## src/rtl/pipe_stage_reg.sv

```systemverilog
// Inter-stage pipeline register: stall/hold, bubble, interrupt flush, Tnew aging.
// Optional perf counters built only when PIPE_STAGE_PERF_EN is defined.
module pipe_stage_reg #(
    parameter int unsigned DATA_W = 32,
    parameter int unsigned LANES  = 2,
    parameter int unsigned TNEW_W = 2,
    parameter logic [DATA_W-1:0] PC_RST = 32'h0000_3000
) (
    input  logic                    clk,
    input  logic                    reset,
    input  logic                    int_exc_req_i,
    input  logic                    flush_i,
    input  logic                    stall_i,
    input  logic                    valid_i,
    input  logic [DATA_W-1:0]       instr_i,
    input  logic [DATA_W-1:0]       pc_i,
    input  logic                    bd_i,
    input  logic [LANES*DATA_W-1:0] lanes_i,
    input  logic [4:0]              wr_addr_i,
    input  logic                    reg_write_i,
    input  logic [TNEW_W-1:0]       tnew_i,
    output logic                    valid_o,
    output logic [DATA_W-1:0]       instr_o,
    output logic [DATA_W-1:0]       pc_o,
    output logic                    bd_o,
    output logic [LANES*DATA_W-1:0] lanes_o,
    output logic [4:0]              wr_addr_o,
    output logic                    reg_write_o,
    output logic [TNEW_W-1:0]       tnew_o,
    output logic [31:0]             perf_stall_o,
    output logic [31:0]             perf_bubble_o
);

    typedef enum logic [4:0] {
        OP_RST   = 5'b00001,
        OP_INT   = 5'b00010,
        OP_FLUSH = 5'b00100,
        OP_STALL = 5'b01000,
        OP_LOAD  = 5'b10000
    } op_e;

    op_e op;

    logic                    valid_q, valid_d;
    logic [DATA_W-1:0]       instr_q, instr_d;
    logic [DATA_W-1:0]       pc_q, pc_d;
    logic                    bd_q, bd_d;
    logic [LANES*DATA_W-1:0] lanes_q, lanes_d;
    logic [4:0]              wr_addr_q, wr_addr_d;
    logic                    reg_write_q, reg_write_d;
    logic [TNEW_W-1:0]       tnew_q, tnew_d;

    function automatic logic [TNEW_W-1:0] dec_sat(input logic [TNEW_W-1:0] t);
        return (t == '0) ? '0 : t - TNEW_W'(1);
    endfunction

    // Resolve the control priority once so the datapath sees a one-hot op.
    always_comb begin
        if (reset)              op = OP_RST;
        else if (int_exc_req_i) op = OP_INT;
        else if (flush_i)       op = OP_FLUSH;
        else if (stall_i)       op = OP_STALL;
        else                    op = OP_LOAD;
    end

    always_comb begin
        valid_d     = valid_q;
        instr_d     = instr_q;
        pc_d        = pc_q;
        bd_d        = bd_q;
        lanes_d     = lanes_q;
        wr_addr_d   = wr_addr_q;
        reg_write_d = reg_write_q;
        tnew_d      = tnew_q;
        unique case (op)
            OP_RST, OP_INT: begin
                valid_d     = 1'b0;
                instr_d     = '0;
                pc_d        = PC_RST;
                bd_d        = 1'b0;
                lanes_d     = '0;
                wr_addr_d   = '0;
                reg_write_d = 1'b0;
                tnew_d      = '0;
            end
            OP_FLUSH: begin
                // Keep pc/bd so a later EPC still names the killed slot.
                valid_d     = 1'b0;
                instr_d     = '0;
                pc_d        = pc_i;
                bd_d        = bd_i;
                lanes_d     = '0;
                wr_addr_d   = '0;
                reg_write_d = 1'b0;
                tnew_d      = '0;
            end
            OP_STALL: begin
                tnew_d = dec_sat(tnew_q);
            end
            OP_LOAD: begin
                valid_d     = valid_i;
                instr_d     = instr_i;
                pc_d        = pc_i;
                bd_d        = bd_i;
                lanes_d     = lanes_i;
                wr_addr_d   = valid_i ? wr_addr_i : 5'd0;
                reg_write_d = reg_write_i & valid_i;
                tnew_d      = dec_sat(tnew_i);
            end
            default: ;
        endcase
    end

    always_ff @(posedge clk) begin
        valid_q     <= valid_d;
        instr_q     <= instr_d;
        pc_q        <= pc_d;
        bd_q        <= bd_d;
        lanes_q     <= lanes_d;
        wr_addr_q   <= wr_addr_d;
        reg_write_q <= reg_write_d;
        tnew_q      <= tnew_d;
    end

    assign valid_o     = valid_q;
    assign instr_o     = instr_q;
    assign pc_o        = pc_q;
    assign bd_o        = bd_q;
    assign lanes_o     = lanes_q;
    assign wr_addr_o   = wr_addr_q;
    assign reg_write_o = reg_write_q;
    assign tnew_o      = tnew_q;

`ifdef PIPE_STAGE_PERF_EN
    logic [31:0] stall_cnt_q, stall_cnt_d;
    logic [31:0] bubble_cnt_q, bubble_cnt_d;

    always_comb begin
        stall_cnt_d  = stall_cnt_q;
        bubble_cnt_d = bubble_cnt_q;
        unique case (op)
            OP_RST: begin
                stall_cnt_d  = '0;
                bubble_cnt_d = '0;
            end
            OP_FLUSH: begin
                if (bubble_cnt_q != '1) bubble_cnt_d = bubble_cnt_q + 32'd1;
            end
            OP_STALL: begin
                if (stall_cnt_q != '1) stall_cnt_d = stall_cnt_q + 32'd1;
            end
            default: ;
        endcase
    end

    always_ff @(posedge clk) begin
        stall_cnt_q  <= stall_cnt_d;
        bubble_cnt_q <= bubble_cnt_d;
    end

    assign perf_stall_o  = stall_cnt_q;
    assign perf_bubble_o = bubble_cnt_q;
`else
    assign perf_stall_o  = 32'd0;
    assign perf_bubble_o = 32'd0;
`endif

endmodule

```

## config.mk

```make
export PLATFORM = sky130hd
export DESIGN_NAME = pipe_stage_reg
export DESIGN_NICKNAME = d
export VERILOG_FILES = /design/src/rtl/pipe_stage_reg.sv
export SDC_FILE = /design/constraint.sdc
export NUM_CORES = 1
export LEC_CHECK = 0
export BUFFER_PORTS_ARGS = -buffer_cell sky130_fd_sc_hd__buf_2
export CAP_MARGIN = 5
export CORE_MARGIN = 2
export CORE_UTILIZATION = 30
export CTS_CLUSTER_DIAMETER = 120
export DETAILED_ROUTE_END_ITERATION = 7
export GPL_TIMING_DRIVEN = 1
export PLACE_DENSITY_LB_ADDON = 0.2
export SKIP_CTS_REPAIR_TIMING = 1
export SLEW_MARGIN = 20
export SYNTH_ARGS = -nofsm -noshare
export SYNTH_HDL_FRONTEND = slang
export SYNTH_SLANG_ARGS = --single-unit
```

## constraint.sdc

```tcl
create_clock -name clk -period 2.2 [get_ports clk]
set_clock_uncertainty 0.15 [all_clocks]
set_input_delay 0.22 -clock clk [delete_from_list [all_inputs] [get_ports clk]]
set_output_delay 0.22 -clock clk [all_outputs]
set_load 0.02 [all_outputs]
```

==> impl_results.md <==
* Status: complete, no violations
* Die height at between 100 and 150 um
* Clk_lat worst skew at slightly above 0.4 ns
* CP top delay family: flip-flops
* CP Data Arrival Time at ~1.0 ns
* Post-DP HPWL at around 10 mm
* Fin crit period at approximately 1.4 ns
* Netlist Area Pre-Place at between 0.005 and 0.006 mm^2
* Die X at roughly 140 um
* Maximum buffer depth of the clock tree at 2
* Total core area at 0.0188 mm^2
* N_diodes at 0
* YS warnings at 0
* Crit end category: primary output
* CTS H-tree depth at 4
* Fin crit share at 0.631
* Tot GR Track Use at 0.128
* Final setup TNS at 0 ns
* Critical path's largest stage delay at between 0.4 and 0.5 ns
* Syn Area/Cell at between 15 and 20 um^2
* Largest net degree at the start of global routing at around 110
* Data required, critical path at between 1.5 and 2 ns
* CTS tree: yes
* Synth-to-layout area growth at 51.8%
* Worst slew pin tran at 0.616 ns
* DP Worst Slack at 0.411 ns
* Initial antenna violation count at 0
* CP cell instances: buf_2
* Die Area at 0.0204 mm^2
* IO Port Bufs at 280
* Synth area leaders: edfxtp_1, and2_1, buf_4
* Post-synth EDFFs at about 140
* FFs w/ async S/R, synth at 0
* Setup crit start kind: flip-flop
* Routing usage on met3 at 0.0560
* Layout cell share with drive strength beyond 1 at 0.415
* Met2 Use GR at 0.218
* Crit Path Max Fanout at 3
* Initial Utilization at 0.307
* Pwr dens at 740 mW/mm^2
* Worst Hold Class: primary input to flip-flop
* Buffers & Inverters on Critical Path at 1
* Final setup vio count at 0
* Antenna viol nets, final at 0
* GP Congestion at between 0.7 and 0.8
* WL final at roughly 15 mm
* CTS root buf: clkbuf_16
* Grt peak-use layer: met2
* RSZ-0062 raised after global routing: no
* Setup WS post-layout at a little over 0.8 ns
* First-pass GRT wire length at slightly below 20 mm
* Area leader, netlist: edfxtp_1
* #FFs+latches synth at approximately 140
* Vias in the first global route at around 3600
* Hold Fails Final Rpt at 0
* Final nets at around 900
* Leakage power at between 0.004 and 0.005 uW
* Seq/Total Area, Yosys at 0.716
* Number of I/O pins at approximately 350
* Maximum clock frequency at roughly 720 MHz
* Yosys top cell area share at 0.716
* First drt pass iteration count at 4
* DR vias at a little over 4000
* Num CTS Buffers at 17
* Syn Inst Count at about 370
* Slew margin rel. at 0.589
* Max_cap viols at 0
* Drc violations at 0
* Synth unique cells at 21
* Worst path slowest cell: edfxtp_1
* Predominant post-synthesis flop cell: edfxtp_1
* VDD IR-drop max at slightly below 0.5 mV
* WS Path Type: flip-flop to primary output
* Met1 usage at 0.144
* GRT Residual Overflow at 0
* FP Rows at 50
* Pins Over Slew Limit at 0
* Via density at roughly 4
* DRT iter0 DRCs at 185
* Most instantiated library cell after synthesis: edfxtp_1
* WL per Instance at 14.8 um
* Clock-pin slew on the worst setup and hold paths at ~0.06 ns
* Synth top cells by count: edfxtp_1, and2_1, buf_4
* Clock Sinks at about 140
[cells by family after synthesis]
group	after synthesis	synth area share
buf+inv	84	0.111
simple gates	145	0.167
compound gates	2	0.00390
flops	138	0.716
other cells	2	0.00130
[path summary, 6_finish.rpt]
kind,start,end,slack (ns),cells after the start
worst max register to register,tnew_o[1],tnew_o[0],1.20,2
worst max-delay path,tnew_o[1],tnew_o[1],0.81,1
worst min register to register,tnew_o[0],tnew_o[0],0.49,1
worst min-delay path,pc_i[26],pc_o[26],0.01,2
[report_power, final]
group / total [uW] / leakage, uW / internal [uW] / switching [uW]
Sequential: 3030 / 0.00163 / 3000 / 31.5
Combinational: 767 / 0.00235 / 327 / 440
Clock: 2700 / 0.000264 / 1560 / 1140
[metrics by stage]
step                power, uW  hold slack (ns)   util  cell area (um^2)  cells
floorplan                3530            0.250      -              6020    435
global placement         3700            0.338  0.382              7190    898
detailed placement       3700            0.349  0.382              7190    898
CTS                      6430          -0.0922  0.411              7740    929
global route             6750          0.00638  0.466              8780   1033
finish                   6500           0.0111  0.466              8780   1033
[sequential cells by signal, indices dropped and copies added, names as in the netlist]
register	cells
bd_o	1
instr_o	32
lanes_o	64
pc_o	32
reg_write_o	1
tnew_o	2
valid_o	1
wr_addr_o	5
[cell usage in the layout (no fill, tap or decap), types with 2 or more instances in the layout]
master	instances
and2_1	97
edfxtp_1	138
conb_1	66
dlygate4sd3_1	104
and3_1	6
buf_2	280
clkinv_4	4
nor3b_1	31
buf_12	2
buf_4	4
nand2_1	2
clkbuf_16	17
clkinvlp_4	3
clkinv_2	3
or3_1	2
[layout make-up]
type	count	area, um^2
well taps	260	325
repair buffers	390	2510
clock buffers	18	429
multi-input cells	213	1240
inverters	1	3.75
clock inverters	13	123
flip-flops and latches	138	4140
fillers	1697	10100
[metal layers]
metal	part of all wire	vias up
met2	0.51	223
li1	-	1945
met3	0.092	17
met5	0	-
met4	0.016	0
met1	0.39	1930
No activity file was read; power rests on OpenSTA's default activity.
